<file path="config.mk">
export PLATFORM = sky130hd
export DESIGN_NAME = power_seq_ctrl
export DESIGN_NICKNAME = d
export VERILOG_FILES = /design/src/rtl/power_seq_ctrl.sv
export SDC_FILE = /design/constraint.sdc
export NUM_CORES = 1
export LEC_CHECK = 0
export BUFFER_PORTS_ARGS = -buffer_cell sky130_fd_sc_hd__buf_2
export CORE_ASPECT_RATIO = 1.4
export CORE_MARGIN = 2
export CORE_UTILIZATION = 50
export DETAILED_ROUTE_END_ITERATION = 16
export PLACE_DENSITY = 0.84
export SLEW_MARGIN = 10
export SYNTH_ARGS = -nofsm -noshare
export SYNTH_HDL_FRONTEND = slang
export SYNTH_SLANG_ARGS = --single-unit
</file>
<file path="constraint.sdc">
create_clock -name clk -period 2.17 [get_ports clk]
set_clock_uncertainty 0.1 [all_clocks]
set_input_delay 0.3255 -clock clk [delete_from_list [all_inputs] [get_ports clk]]
set_output_delay 0.3255 -clock clk [all_outputs]
set_load 0.1 [all_outputs]
</file>
<file path="src/rtl/power_seq_ctrl.sv">
// Per-domain power sequencer: OFF -> PWR_UP -> RESTORE -> ON -> ISOLATE -> SAVE -> PWR_DN -> OFF,
// with a single-grant inrush limiter on power-up and sticky ack-timeout flags.
module power_seq_ctrl #(
    parameter int unsigned NUM_DOM = 2,
    parameter int unsigned TIMEOUT = 16,
    parameter bit          RET_EN  = 1'b1
) (
    input  logic               clk,
    input  logic               rst,
    input  logic [NUM_DOM-1:0] pwr_req,
    input  logic [NUM_DOM-1:0] pwr_ack,
    input  logic [NUM_DOM-1:0] err_clr,
    output logic [NUM_DOM-1:0] pwr_en,
    output logic [NUM_DOM-1:0] iso_en,
    output logic [NUM_DOM-1:0] dom_rst,
    output logic [NUM_DOM-1:0] ret_save,
    output logic [NUM_DOM-1:0] ret_restore,
    output logic [NUM_DOM-1:0] dom_on,
    output logic [NUM_DOM-1:0] busy,
    output logic [NUM_DOM-1:0] err
);

    localparam int unsigned CntW = $clog2(TIMEOUT + 1);
    typedef logic [CntW-1:0] cnt_t;
    localparam cnt_t CntLast = cnt_t'(TIMEOUT);

    typedef enum logic [2:0] {
        StOff,
        StPwrUp,
        StRestore,
        StOn,
        StIsolate,
        StSave,
        StPwrDn
    } state_e;

    state_e             state_q [NUM_DOM];
    state_e             state_d [NUM_DOM];
    cnt_t               cnt_q   [NUM_DOM];
    cnt_t               cnt_d   [NUM_DOM];
    cnt_t               cnt_inc [NUM_DOM];
    logic [NUM_DOM-1:0] timeout;
    logic [NUM_DOM-1:0] set_err;
    logic [NUM_DOM-1:0] saved_q, saved_d;
    logic [NUM_DOM-1:0] err_q, err_d;
    logic [NUM_DOM-1:0] grant;
    logic               up_active;
    logic               grant_taken;

    logic [NUM_DOM-1:0] pwr_en_q, pwr_en_d;
    logic [NUM_DOM-1:0] iso_en_q, iso_en_d;
    logic [NUM_DOM-1:0] dom_rst_q, dom_rst_d;
    logic [NUM_DOM-1:0] ret_save_q, ret_save_d;
    logic [NUM_DOM-1:0] ret_restore_q, ret_restore_d;
    logic [NUM_DOM-1:0] dom_on_q, dom_on_d;
    logic [NUM_DOM-1:0] busy_q, busy_d;

    // Inrush limiter: only one domain may ramp at a time; lowest index wins.
    always_comb begin
        up_active = 1'b0;
        for (int i = 0; i < NUM_DOM; i++) begin
            if (state_q[i] == StPwrUp) begin
                up_active = 1'b1;
            end
        end
    end

    always_comb begin
        grant       = '0;
        grant_taken = up_active;
        for (int i = 0; i < NUM_DOM; i++) begin
            if (!grant_taken && (state_q[i] == StOff) && pwr_req[i]) begin
                grant[i]    = 1'b1;
                grant_taken = 1'b1;
            end
        end
    end

    // Saturating wait counter; timeout fires on the TIMEOUT-th cycle spent waiting.
    always_comb begin
        for (int i = 0; i < NUM_DOM; i++) begin
            cnt_inc[i] = (cnt_q[i] == CntLast) ? CntLast : cnt_q[i] + 1'b1;
            timeout[i] = (cnt_inc[i] == CntLast);
        end
    end

    always_comb begin
        for (int i = 0; i < NUM_DOM; i++) begin
            state_d[i] = state_q[i];
            cnt_d[i]   = '0;
            set_err[i] = 1'b0;
            unique case (state_q[i])
                StOff: begin
                    if (grant[i]) begin
                        state_d[i] = StPwrUp;
                    end
                end
                StPwrUp: begin
                    if (pwr_ack[i]) begin
                        state_d[i] = StRestore;
                    end else if (timeout[i]) begin
                        state_d[i] = StOff;
                        set_err[i] = 1'b1;
                    end else begin
                        cnt_d[i] = cnt_inc[i];
                    end
                end
                StRestore: state_d[i] = StOn;
                StOn: begin
                    if (!pwr_req[i]) begin
                        state_d[i] = StIsolate;
                    end
                end
                StIsolate: state_d[i] = StSave;
                StSave:    state_d[i] = StPwrDn;
                StPwrDn: begin
                    if (!pwr_ack[i]) begin
                        state_d[i] = StOff;
                    end else if (timeout[i]) begin
                        state_d[i] = StOff;
                        set_err[i] = 1'b1;
                    end else begin
                        cnt_d[i] = cnt_inc[i];
                    end
                end
                default: state_d[i] = StOff;
            endcase
        end
    end

    always_comb begin
        for (int i = 0; i < NUM_DOM; i++) begin
            saved_d[i] = saved_q[i] | (state_q[i] == StSave);
            if (set_err[i]) begin
                err_d[i] = 1'b1;
            end else if (err_clr[i]) begin
                err_d[i] = 1'b0;
            end else begin
                err_d[i] = err_q[i];
            end
        end
    end

    // Outputs are decoded from the next state so the registered copies line up with state_q.
    always_comb begin
        for (int i = 0; i < NUM_DOM; i++) begin
            pwr_en_d[i]      = 1'b0;
            iso_en_d[i]      = 1'b1;
            dom_rst_d[i]     = 1'b1;
            ret_save_d[i]    = 1'b0;
            ret_restore_d[i] = 1'b0;
            dom_on_d[i]      = 1'b0;
            busy_d[i]        = 1'b1;
            unique case (state_d[i])
                StOff: begin
                    busy_d[i] = 1'b0;
                end
                StPwrUp: begin
                    pwr_en_d[i] = 1'b1;
                end
                StRestore: begin
                    pwr_en_d[i]      = 1'b1;
                    dom_rst_d[i]     = 1'b0;
                    ret_restore_d[i] = RET_EN && saved_d[i];
                end
                StOn: begin
                    pwr_en_d[i]  = 1'b1;
                    iso_en_d[i]  = 1'b0;
                    dom_rst_d[i] = 1'b0;
                    dom_on_d[i]  = 1'b1;
                    busy_d[i]    = 1'b0;
                end
                StIsolate: begin
                    pwr_en_d[i]  = 1'b1;
                    dom_rst_d[i] = 1'b0;
                end
                StSave: begin
                    pwr_en_d[i]   = 1'b1;
                    dom_rst_d[i]  = 1'b0;
                    ret_save_d[i] = RET_EN;
                end
                StPwrDn: begin
                    pwr_en_d[i] = 1'b0;
                end
                default: begin
                    busy_d[i] = 1'b0;
                end
            endcase
        end
    end

    always_ff @(posedge clk) begin
        if (rst) begin
            for (int i = 0; i < NUM_DOM; i++) begin
                state_q[i] <= StOff;
                cnt_q[i]   <= '0;
            end
            saved_q       <= '0;
            err_q         <= '0;
            pwr_en_q      <= '0;
            iso_en_q      <= '1;
            dom_rst_q     <= '1;
            ret_save_q    <= '0;
            ret_restore_q <= '0;
            dom_on_q      <= '0;
            busy_q        <= '0;
        end else begin
            for (int i = 0; i < NUM_DOM; i++) begin
                state_q[i] <= state_d[i];
                cnt_q[i]   <= cnt_d[i];
            end
            saved_q       <= saved_d;
            err_q         <= err_d;
            pwr_en_q      <= pwr_en_d;
            iso_en_q      <= iso_en_d;
            dom_rst_q     <= dom_rst_d;
            ret_save_q    <= ret_save_d;
            ret_restore_q <= ret_restore_d;
            dom_on_q      <= dom_on_d;
            busy_q        <= busy_d;
        end
    end

    assign pwr_en      = pwr_en_q;
    assign iso_en      = iso_en_q;
    assign dom_rst     = dom_rst_q;
    assign ret_save    = ret_save_q;
    assign ret_restore = ret_restore_q;
    assign dom_on      = dom_on_q;
    assign busy        = busy_q;
    assign err         = err_q;

endmodule

</file>
==> results of run 1 <==
layout by cell type (no fill, tap or decap), drive strengths merged, types with 2 or more instances in the layout:
cell     Yosys  final
nand2b       3      3
nor2b        6      6
a31oi        2      2
nand2       10     10
buf          5     32
o21bai       3      3
a2bb2oi      2      2
dfxtp       34     34
nor3b        2      2
ha           4      4
xor2         2      2
nor4         3      3
and3         3      3
a21oi       13     13
xnor2        4      4
o22ai        2      2
nand3b       2      2
nor3         8      8
clkbuf       3      6
or2          4      4
nand3        6      6
inv         12     12
nor2        24     24
o21ai       10     10
o21a         2      2
stage by stage:
stage               utilization [%]  area, µm²  setup slack (ps)
floorplan                         -       1600               141
global placement               57.8       1790               147
detailed placement             57.8       1790               100
CTS                            60.9       1880              85.2
global route                   61.2       1890              12.2
finish                         61.2       1890               119
per-layer routing:
layer  GRT usage, %  vias to the layer above  share of wire (%)
met3           5.06                        9                3.3
li1               -                      711                  -
met1           20.7                      658                 41
met5              0                        -                  0
met2           35.9                       28                 53
met4           13.2                        0                3.0
cells by family (layout without fill, tap and decap cells):
group	after synthesis	after routing	share of synthesized area, %
flip-flops	34	34	42.7
multiplexers	1	1	0.627
AO/OA/AOI/OAI	44	44	18.8
XOR/XNOR	6	6	3.29
AND/OR/NAND/NOR	77	77	26.3
adder cells (fa/ha/maj)	4	4	3.14
buffers and inverters	20	52	5.18
area by class of cell:
cell class                 instances  area (µm²)  area share, %
clock buffer                       6        82.6           4.37
tap                               39        48.8           2.58
timing repair buffer              32         183           9.66
inverter                          12        45.0           2.38
sequential                        34         682           36.0
clock inverter                     2        12.5          0.661
multi-input combinational        132         838           44.3
power by group through the flow:
stage	Sequential, W	Clock, W	Combinational [W]
after global routing	0.000686	0.000524	0.000411
after detailed placement	0.000694	0	0.000382
after floorplan	0.000850	0	0.000155
after CTS	0.000681	0.000503	0.000383
after global placement	0.000694	0	0.000378
final	0.000682	0.000483	0.000385
critical path: cells and delay by family (launching register included):
kind | cells | cell delay [ps]
compound gates | 4 | 880
simple gates | 2 | 420
flops | 1 | 340
fa+ha+maj | 1 | 210
how the worst max path moves through the flow:
stage | start | end | slack (ps) | depth (start not counted)
after floorplan | cnt_q[0][5] | busy[1] | 140 | 7
after global placement | cnt_q[0][5] | busy[1] | 150 | 7
after detailed placement | cnt_q[0][0] | busy[0] | 100 | 8
after CTS | cnt_q[0][0] | busy[0] | 90 | 8
after global routing | cnt_q[0][1] | pwr_en[0] | 10 | 8
final | cnt_q[0][5] | busy[1] | 120 | 7
repair_timing:
item                       CTS  global route
buffers inserted             0             0
setup endpoints to repair    0             3
gates resized for setup      0             2
hold endpoints to repair     0             0
==> reports/qor.log, run 1 <==
INFO  hold_path      timing.hold.worst_endpoint=err[1]
INFO  route          wire_per_inst=12.8µm
INFO  setup_path     timing.critical_path.slowest_stage_cell=sky130_fd_sc_hd__a2111oi_2
INFO  clock_tree     cts_htree_levels=2
INFO  hold_path      hold_path_startpoint=err_clr[1]
INFO  timing         final_min_period_over_clock_period=94.5%
INFO  power          cellLeakagePower=0.783nW
INFO  route          detailroute.via_count=1406
INFO  power          total_switching_power=0.000531W
INFO  die            die-height=70.8µm
INFO  setup_path     cp_data_required_time=2250ps
INFO  setup_path     cp_max_fo=4
INFO  logic_synthesis synthesis.yosys.warnings=0
INFO  power          p_clk_share=31.2%
INFO  power          fin_total_pwr=0.00155W
INFO  setup_path     cpPeakStageDelay=360ps
INFO  power          power_switching_share=34.3%
INFO  final_layout   fin_nets=229
INFO  die            floorplan.core_area=0.00309mm²
INFO  status         status=complete, no violations
INFO  place          port_buffers=23
INFO  clock_tree     clk_transition_reported_paths=70ps
INFO  setup_path     reg2regPathDepth=7
INFO  power          sequential_group_share_of_total_power=44.0%
INFO  logic_synthesis post-synth-top-area-cell=sky130_fd_sc_hd__dfxtp_1
INFO  grt            grt_pass1_vias=1350
INFO  final_layout   area_growth_syn_to_layout=18.6%
INFO  logic_synthesis post_synth_main_area_contributors=sky130_fd_sc_hd__dfxtp_1, sky130_fd_sc_hd__nor2_1, sky130_fd_sc_hd__a21oi_1, sky130_fd_sc_hd__ha_1, sky130_fd_sc_hd__o21ai_0
INFO  setup_path     arrival=2140ps
INFO  final_layout   finish.cell_count_without_fillers=257
INFO  clock_tree     post_cts_hold_buffer_count=0
INFO  final_layout   layout_top_registers=cnt_q (10), state_q (6)
INFO  final_layout   filler_cell_count=296
INFO  run            maxCapViolations=0
INFO  logic_synthesis ys_types=48
INFO  timing         max_slew_violation_total_from_the_final_report=0
INFO  place          place.gp.congestion=0.854
INFO  place          dp_hpwl=2.43mm
INFO  timing         grt_setup_unrepaired=false
INFO  final_layout   regMostFlops=cnt_q
INFO  timing         final-setup-viol-count=0
INFO  logic_synthesis synthesis.nets=198
INFO  logic_synthesis synth-seq-area-share=42.7%
INFO  clock_tree     tritoncts=done
INFO  logic_synthesis synth.most_common_cell=sky130_fd_sc_hd__dfxtp_1
INFO  die            die-width=51.7µm
INFO  timing         hold_viol_final=0
INFO  setup_path     critical_path_class=reg -> reg
INFO  logic_synthesis synth_area=0.00160mm²
INFO  hold_path      timing.hold.worst.class=in -> reg
INFO  logic_synthesis edff_count_synth=0
INFO  setup_path     timing.rr.end=busy[1]
INFO  logic_synthesis synth_seq_cells=34
INFO  clock_tree     clkLatencyLatePin=280ps
INFO  timing         period_needed=2050ps
INFO  power          share_comb_of_total_power=24.9%
INFO  die            num_io_pins=24
INFO  timing         slew_at_the_pin_closest_to_its_max_slew_limit=520ps
INFO  setup_path     critPathLaunchType=register
INFO  power          pwr_density_cell=819mW/mm²
INFO  final_layout   final_layout_size_suffix_gt1_share=23.9%
INFO  power          power.internal=0.00102W
INFO  timing         final.setup.tns=0ps
INFO  logic_synthesis synth.cells.most_frequent=sky130_fd_sc_hd__dfxtp_1, sky130_fd_sc_hd__nor2_1, sky130_fd_sc_hd__inv_1
INFO  logic_synthesis yosys.area.top_type_share=42.7%
INFO  clock_tree     clkSinkCount=34
INFO  grt            maximum_number_of_pins_on_one_net_before_global_route_repair=20
INFO  die            placement_rows=24
INFO  route          postRouteAntennaNets=0
INFO  setup_path     reg2reg_setup_slack=120ps
INFO  clock_tree     ctsRootBufferMaster=sky130_fd_sc_hd__clkbuf_8
INFO  die            floorplan.die_area=0.00367mm²
INFO  logic_synthesis synth_area_per_cell=8.58µm²
INFO  setup_path     worst_r2r_start=cnt_q[0][5]
INFO  clock_tree     cts_made_buffers=5
INFO  logic_synthesis ys_async_sr_fraction=0%
INFO  final_layout   antenna-diode-count=0
INFO  route          vias_per_cell=5.47
INFO  timing         slew-limit-headroom=65.3%
INFO  setup_path     crit_path_cell_trace=ha_1 > or2_1 > a2111oi_2 > or3_4 > a21oi_2 > o32a_1 > o21a_1
INFO  logic_synthesis most_common_flop_cell_mapped_by_yosys=sky130_fd_sc_hd__dfxtp_1
INFO  route          first_iter_violations=12
INFO  grt            grt_pass1_wl=5.66mm
INFO  setup_path     worstSetupEndpointType=register
INFO  route          wl=3.29mm
INFO  timing         fmaxAchievable=488MHz
INFO  grt            track_usage=20.4%
INFO  final_layout   largest_register_ff_count=10
INFO  power          worst_voltage_drop_across_the_vdd_grid=0.454mV
INFO  route          detail_route.first_pass.iterations=4
INFO  grt            antenna_found_initial=0
INFO  route          drc=0
INFO  timing         final.hold.worst_slack=214ps
INFO  clock_tree     cts_buffer_depth=2
INFO  grt            grt-ovfl-total=0
INFO  hold_path      worstHoldPathCells=4
INFO  die            start_util=51.6%
INFO  logic_synthesis synthesized_netlist_cell_count=186
INFO  place          place_inst=249
(Power assumes the default switching activity.)
==> inputs of run 2 (changes only) <==
--- a/config.mk
+++ b/config.mk
@@ -5,6 +5,7 @@
 export SDC_FILE = /design/constraint.sdc
 export NUM_CORES = 1
 export LEC_CHECK = 0
+export ABC_AREA = 1
 export BUFFER_PORTS_ARGS = -buffer_cell sky130_fd_sc_hd__buf_2
 export CORE_ASPECT_RATIO = 1.4
 export CORE_MARGIN = 2
==> run 2 against run 1 <==
Sequential power increased by 3.1%; core utilization is 1.5 points lower; routed wire length down 7.0%; clock-buffer cell count grew 1; register-to-register slack gained 240 ps; design area down 3.4%.
==> reports/qor.log, run 2 <==
INFO  status         status=complete, no violations
INFO  power          pwr_density_cell=912mW/mm² [+11%]
INFO  place          place_inst=274 [+10%]
INFO  route          detailroute.via_count=1420 [+1.0%]
INFO  grt            grt_pass1_vias=1366 [+1.2%]
INFO  final_layout   antenna-diode-count=0 [unchanged]
INFO  final_layout   fin_nets=254 [+11%]
INFO  grt            track_usage=19.6% [-0.87 points]
INFO  timing         final-setup-viol-count=0 [unchanged]
INFO  place          dp_hpwl=2.34mm [-3.9%]
INFO  power          worst_voltage_drop_across_the_vdd_grid=0.881mV [+94%]
INFO  logic_synthesis synthesized_netlist_cell_count=215 [+16%]
INFO  grt            grt-ovfl-total=0 [unchanged]
INFO  final_layout   area_growth_syn_to_layout=15.4%
INFO  clock_tree     cts_resized=0 [unchanged]
INFO  timing         slew_at_the_pin_closest_to_its_max_slew_limit=470ps [-50.1 ps]
INFO  clock_tree     ctsRootBufferMaster=sky130_fd_sc_hd__clkbuf_8
INFO  timing         max_slew_violation_total_from_the_final_report=0 [unchanged]
INFO  grt            antenna_found_initial=0 [unchanged]
INFO  setup_path     worstSetupEndpointType=register
INFO  place          post-place-ws=383ps [+283 ps]
INFO  logic_synthesis synth_area_per_cell=7.37µm² [-14%]
INFO  logic_synthesis ys_async_sr_fraction=0% [unchanged]
INFO  timing         fmaxAchievable=552MHz [+13%]
INFO  place          port_buffers=23 [unchanged]
INFO  timing         final.hold.worst_slack=141ps [-72.7 ps]
INFO  setup_path     cp_data_required_time=2230ps [-20 ps]
INFO  logic_synthesis synth.most_common_cell=sky130_fd_sc_hd__nand2_1
INFO  timing         final_min_period_over_clock_period=83.4% [-11 points]
INFO  timing         period_needed=1810ps [-241 ps]
INFO  grt            maximum_number_of_pins_on_one_net_before_global_route_repair=17 [-15%]
INFO  power          cellLeakagePower=0.898nW [+15%]
INFO  power          p_clk_share=27.8% [-3.4 points]
INFO  clock_tree     cts_buffer_depth=2 [unchanged]
INFO  power          power.internal=0.00103W [+1.2%]
INFO  power          total_switching_power=0.000635W [+20%]
INFO  route          wire_per_inst=10.8µm [-15%]
INFO  setup_path     cp_num_buf_inv=1 [+1]
INFO  logic_synthesis synthesis.yosys.warnings=0 [unchanged]
INFO  run            maxCapViolations=0 [unchanged]
INFO  setup_path     critical-path-top-delay-family=compound AO/OA/AOI/OAI gates
INFO  logic_synthesis post_synth_main_area_contributors=sky130_fd_sc_hd__dfxtp_1, sky130_fd_sc_hd__nand2_1, sky130_fd_sc_hd__inv_1, sky130_fd_sc_hd__nor2_1, sky130_fd_sc_hd__nand3_1
INFO  logic_synthesis synthesis.nets=227 [+15%]
INFO  die            floorplan.die_area=0.00364mm² [-0.67%]
INFO  die            placement_rows=24 [unchanged]
INFO  route          wl=3.06mm [-7.0%]
INFO  clock_tree     cts_made_buffers=5 [unchanged]
INFO  timing         post-route-worst-setup-slack=360ps [+241 ps]
INFO  setup_path     cpPeakStageDelay=370ps [about the same]
INFO  final_layout   layout_top_registers=cnt_q (10), state_q (6)
INFO  clock_tree     clkSinkCount=34 [unchanged]
INFO  die            num_io_pins=24 [unchanged]
INFO  die            floorplan.core_area=0.00306mm² [-0.97%]
INFO  hold_path      hold_path_startpoint=err_clr[0]
INFO  timing         slew-limit-headroom=68.4% [+3.1 points]
INFO  route          detail_route.first_pass.iterations=5 [+1]
INFO  grt            grt_pass1_wl=5.43mm [-4.0%]
INFO  setup_path     worst_r2r_start=cnt_q[0][0]
INFO  logic_synthesis edff_count_synth=0 [unchanged]
INFO  clock_tree     post_cts_hold_buffer_count=0 [unchanged]
INFO  final_layout   regMostFlops=cnt_q
INFO  setup_path     critical_path_class=reg -> reg
INFO  place          place.gp.congestion=0.833 [-2.5%]
INFO  die            die-width=51.6µm [-0.33%]
INFO  setup_path     crit_path_cell_trace=inv_1 > ha_1 > o21ai_2 > nand4_2 > nand2_2 > nand2_1 > o21ai_1 > a21oi_1
INFO  final_layout   layout_commonest_cell=sky130_fd_sc_hd__nand2_1
INFO  logic_synthesis synth_area=0.00158mm² [-0.71%]
INFO  die            die-height=70.6µm [-0.34%]
INFO  clock_tree     clk_transition_reported_paths=60ps [about the same]
INFO  power          power_switching_share=38.1% [+3.9 points]
INFO  clock_tree     clkLatencyLatePin=280ps [about the same]
INFO  clock_tree     cts_htree_levels=2 [unchanged]
INFO  setup_path     critPathLaunchType=register
INFO  hold_path      timing.hold.worst.class=in -> reg
INFO  clock_tree     post-cts-setup-buffer-count=0 [unchanged]
INFO  logic_synthesis synth.cells.most_frequent=sky130_fd_sc_hd__nand2_1, sky130_fd_sc_hd__inv_1, sky130_fd_sc_hd__dfxtp_1
INFO  power          sequential_group_share_of_total_power=42.2% [-1.8 points]
INFO  setup_path     arrival=1870ps [-270 ps]
INFO  logic_synthesis synth-seq-area-share=43.0% [+0.30 points]
INFO  logic_synthesis synth_seq_cells=34 [unchanged]
INFO  die            start_util=51.7% [+0.14 points]
INFO  timing         hold_viol_final=0 [unchanged]
INFO  setup_path     timing.critical_path.slowest_stage_cell=sky130_fd_sc_hd__dfxtp_1
INFO  final_layout   largest_register_ff_count=10 [unchanged]
INFO  setup_path     setup.worst_path.start=cnt_q[0][0]
INFO  logic_synthesis yosys.area.top_type_share=43.0% [+0.30 points]
INFO  clock_tree     tritoncts=done
INFO  logic_synthesis ys_types=30 [-38%]
INFO  timing         final.setup.tns=0ps [unchanged]
INFO  power          share_comb_of_total_power=30.0% [+5.1 points]
INFO  timing         grt_setup_unrepaired=false
INFO  setup_path     cp_max_fo=4 [unchanged]
INFO  route          vias_per_cell=5.04 [-8.0%]
INFO  logic_synthesis most_common_flop_cell_mapped_by_yosys=sky130_fd_sc_hd__dfxtp_1
INFO  route          drc=0 [unchanged]
INFO  final_layout   final_layout_size_suffix_gt1_share=21.4% [-2.5 points]
INFO  logic_synthesis post-synth-top-area-cell=sky130_fd_sc_hd__dfxtp_1
INFO  final_layout   layout_common_cells=sky130_fd_sc_hd__nand2_1, sky130_fd_sc_hd__inv_1, sky130_fd_sc_hd__dfxtp_1
INFO  route          first_iter_violations=22 [+10]
INFO  route          postRouteAntennaNets=0 [unchanged]
INFO  final_layout   finish.cell_count_without_fillers=282 [+9.7%]
## run 2: changes by cell type after synthesis, moves of 7 or more
cell	delta
sky130_fd_sc_hd__nand2_1	+30
sky130_fd_sc_hd__inv_1	+24
sky130_fd_sc_hd__nand4_1	+8
sky130_fd_sc_hd__nor2_1	+7
sky130_fd_sc_hd__nand3_1	+8
sky130_fd_sc_hd__o21ai_0	-8
## run 2: kinds of logic (layout without fill, tap and decap cells)
family | Yosys count | count (layout) | synth area share, %
AOI/OAI and AO/OA | 20 | 20 | 8.93
DFF | 34 | 34 | 43.0
adders and majority gates | 4 | 4 | 3.16
buffers and inverters | 42 | 70 | 9.95
and+or+nand+nor | 115 | 115 | 35.0
## run 2: worst paths after layout
path / endpoint / slack, ps / cells after the start
hold / removal: err[0] / 140 / 2
setup reg to reg: busy[0] / 360 / 8
setup / recovery: busy[0] / 360 / 8
hold reg to reg: err[0] / 370 / 2
## run 2: layout make-up
class / instances / area, µm²
well taps: 39 / 48.8
fillers: 290 / 1230
clock buffers: 7 / 86.3
repair buffers: 23 / 115
multi-input cells: 139 / 746
clock inverters: 1 / 5.00
flip-flops and latches: 34 / 681
inverters: 39 / 146
## run 2: per-layer routing
metal	share of wire (%)	wire length (µm)	GRT usage [%]
met1	41	1260	21.5
met2	51	1570	33.5
met3	5.0	153	5.27
met4	2.3	71	10.2
met5	0	0	0
## run 2: power by group through the flow
stage	clock network, W	registers [W]	logic (W)
2_1_floorplan	0	0.000956	0.000181
6_report	0.000463	0.000703	0.000500
5_1_grt	0.000503	0.000709	0.000540
3_5_place_dp	0	0.000716	0.000499
3_3_place_gp	0	0.000716	0.000493
4_1_cts	0.000479	0.000703	0.000501
## run 2: metrics by stage
stage / total power, W / cell area [µm²] / util [%]
2_1_floorplan: 0.00114 / 1580 / -
3_3_place_gp: 0.00121 / 1740 / 56.7
3_5_place_dp: 0.00122 / 1740 / 56.7
4_1_cts: 0.00168 / 1830 / 59.7
5_1_grt: 0.00175 / 1830 / 59.7
6_report: 0.00167 / 1830 / 59.7
==> inputs of run 3 (changes only) <==
--- a/config.mk
+++ b/config.mk
@@ -9,9 +9,9 @@
 export BUFFER_PORTS_ARGS = -buffer_cell sky130_fd_sc_hd__buf_2
 export CORE_ASPECT_RATIO = 1.4
 export CORE_MARGIN = 2
-export CORE_UTILIZATION = 50
+export CORE_UTILIZATION = 55
 export DETAILED_ROUTE_END_ITERATION = 16
-export PLACE_DENSITY = 0.84
+export PLACE_DENSITY = 0.87
 export SLEW_MARGIN = 10
 export SYNTH_ARGS = -nofsm -noshare
 export SYNTH_HDL_FRONTEND = slang
==> constraint.sdc (replaced) <==
create_clock -name clk -period 1.89 [get_ports clk]
set_clock_uncertainty 0.1 [all_clocks]
set_input_delay 0.2835 -clock clk [delete_from_list [all_inputs] [get_ports clk]]
set_output_delay 0.2835 -clock clk [all_outputs]
set_load 0.1 [all_outputs]
==> run 3 against run 2 <==
Power up 16%; first-iteration DRC count up 18%; critical endpoint unchanged; combinational power up 16%; cell count down 0.71%.
==> reports/qor.log, run 3 (synthesized netlist as in run 2, its figures left out) <==
INFO  status         status=complete, no violations
INFO  clock_tree     post_cts_hold_buffer_count=0 [unchanged]
INFO  final_layout   area_growth_syn_to_layout=16.3%
INFO  setup_path     critPathLaunchType=register
INFO  place          dp_hpwl=2.30mm [-1.8%]
INFO  die            placement_rows=23 [-4.2%]
INFO  grt            antenna_found_initial=0 [unchanged]
INFO  route          wl=3.15mm [+2.9%]
INFO  timing         hold_viol_final=0 [unchanged]
INFO  clock_tree     cts_resized=0 [unchanged]
INFO  place          post-place-ws=137ps [-246 ps]
INFO  clock_tree     cts_buffer_depth=2 [unchanged]
INFO  clock_tree     clk_transition_reported_paths=70ps [about the same]
INFO  die            die-height=67.5µm [-4.4%]
INFO  die            die-width=49.4µm [-4.3%]
INFO  final_layout   layout_commonest_cell=sky130_fd_sc_hd__nand2_1
INFO  timing         final_min_period_over_clock_period=91.6% [+8.2 points]
INFO  power          cellLeakagePower=0.900nW [+0.31%]
INFO  place          port_buffers=23 [unchanged]
INFO  route          postRouteAntennaNets=0 [unchanged]
INFO  final_layout   antenna-diode-count=0 [unchanged]
INFO  final_layout   layout_top_registers=cnt_q (10), state_q (6)
INFO  hold_path      timing.hold.worst.class=in -> reg
INFO  timing         slew-limit-headroom=66.5% [-1.9 points]
INFO  clock_tree     cts_made_buffers=5 [unchanged]
INFO  final_layout   regMostFlops=cnt_q
INFO  clock_tree     tritoncts=done
INFO  die            floorplan.core_area=0.00279mm² [-8.9%]
INFO  setup_path     worstSetupEndpointType=register
INFO  final_layout   final_layout_size_suffix_gt1_share=23.5% [+2.1 points]
INFO  power          worst_voltage_drop_across_the_vdd_grid=0.896mV [+1.8%]
INFO  clock_tree     cts_htree_levels=2 [unchanged]
INFO  grt            maximum_number_of_pins_on_one_net_before_global_route_repair=17 [unchanged]
INFO  clock_tree     clkLatencyLatePin=280ps [about the same]
INFO  timing         period_needed=1730ps [-78.7 ps]
INFO  grt            grt_pass1_vias=1341 [-1.8%]
INFO  setup_path     arrival=1850ps [-20 ps]
INFO  grt            grt-ovfl-total=0 [unchanged]
INFO  setup_path     cp_data_required_time=2010ps [-220 ps]
INFO  run            maxCapViolations=0 [unchanged]
INFO  final_layout   fin_nets=254 [unchanged]
INFO  route          wire_per_inst=11.2µm [+3.6%]
INFO  route          vias_per_cell=5.19 [+3.0%]
INFO  timing         final-setup-viol-count=0 [unchanged]
INFO  setup_path     critical_path_class=reg -> reg
INFO  final_layout   largest_register_ff_count=10 [unchanged]
INFO  timing         slew_at_the_pin_closest_to_its_max_slew_limit=506ps [+35.6 ps]
INFO  clock_tree     post-cts-setup-buffer-count=0 [unchanged]
INFO  route          drc=0 [unchanged]
INFO  clock_tree     ctsRootBufferMaster=sky130_fd_sc_hd__clkbuf_8
INFO  place          place.gp.congestion=0.883 [+6.0%]
INFO  timing         max_slew_violation_total_from_the_final_report=0 [unchanged]
INFO  clock_tree     clkSinkCount=34 [unchanged]
INFO  route          first_iter_violations=26 [+18%]
INFO  die            num_io_pins=24 [unchanged]
INFO  die            start_util=56.7% [+5.0 points]
INFO  grt            grt_pass1_wl=5.29mm [-2.7%]
INFO  route          detailroute.via_count=1452 [+2.3%]
INFO  grt            track_usage=20.6% [+1.0 points]
INFO  timing         final.setup.tns=0ps [unchanged]
INFO  power          pwr_density_cell=1050mW/mm² [+15%]
INFO  timing         fmaxAchievable=578MHz [+4.5%]
INFO  final_layout   layout_common_cells=sky130_fd_sc_hd__nand2_1, sky130_fd_sc_hd__inv_1, sky130_fd_sc_hd__nor2_1, sky130_fd_sc_hd__dfxtp_1, sky130_fd_sc_hd__buf_2
INFO  setup_path     cp_max_fo=4 [unchanged]
INFO  die            floorplan.die_area=0.00333mm² [-8.5%]
INFO  route          detail_route.first_pass.iterations=4 [-1]
INFO  timing         post-route-worst-setup-slack=159ps [-201 ps]
## run 3: routing by layer
| metal | track usage [%] | up-vias | part of all wire [%] |
|---|---|---|---|
| li1 | - | 743 | - |
| met1 | 22.4 | 657 | 42 |
| met2 | 36.1 | 43 | 51 |
| met3 | 5.53 | 9 | 4.6 |
| met4 | 11.4 | 0 | 2.8 |
| met5 | 0 | - | 0 |
## run 3: worst max-delay path: stages (launching register included)
cell and delay, ps:
sky130_fd_sc_hd__dfxtp_2 350, sky130_fd_sc_hd__inv_1 80, sky130_fd_sc_hd__ha_1 320, sky130_fd_sc_hd__o21ai_2 190
sky130_fd_sc_hd__nand4_2 140, sky130_fd_sc_hd__nand2_2 120, sky130_fd_sc_hd__nand3_2 90, sky130_fd_sc_hd__inv_1 90
sky130_fd_sc_hd__o21ai_1 80, sky130_fd_sc_hd__a21oi_1 110
## run 3: worst paths after layout
check | cells past startpoint | to | start | slack (ps)
max | 9 | busy[0] | cnt_q[0][0] | 160
min | 2 | err[0] | err_clr[0] | 100
max reg2reg | 9 | busy[0] | cnt_q[0][0] | 160
min reg2reg | 2 | err[0] | err[0] | 380
## run 3: cell type report
type	instances	area, µm²
flip-flops and latches	34	684
repair buffers	23	115
inverters	39	146
clock inverters	1	5.00
fillers	255	950
multi-input cells	139	758
clock buffers	7	86.3
well taps	37	46.3
## run 3: metrics by stage
step           power, W  cell area, µm²  util, %  hold slack, ps  std cells
2_1_floorplan   0.00131            1580        -             301        215
6_report        0.00193            1840     66.0            99.1        280
3_5_place_dp    0.00140            1730     62.1             369        272
4_1_cts         0.00194            1830     65.4            91.5        280
3_3_place_gp    0.00139            1730     62.1             367        272
5_1_grt         0.00203            1840     66.0            95.4        280
## run 3: power by group
part,internal [W],leakage (nW),switching [W]
Sequential,0.000775,0.277,0.0000370
Combinational,0.000118,0.575,0.000464
Clock,0.000293,0.0482,0.000247
Total,0.00119,0.900,0.000747
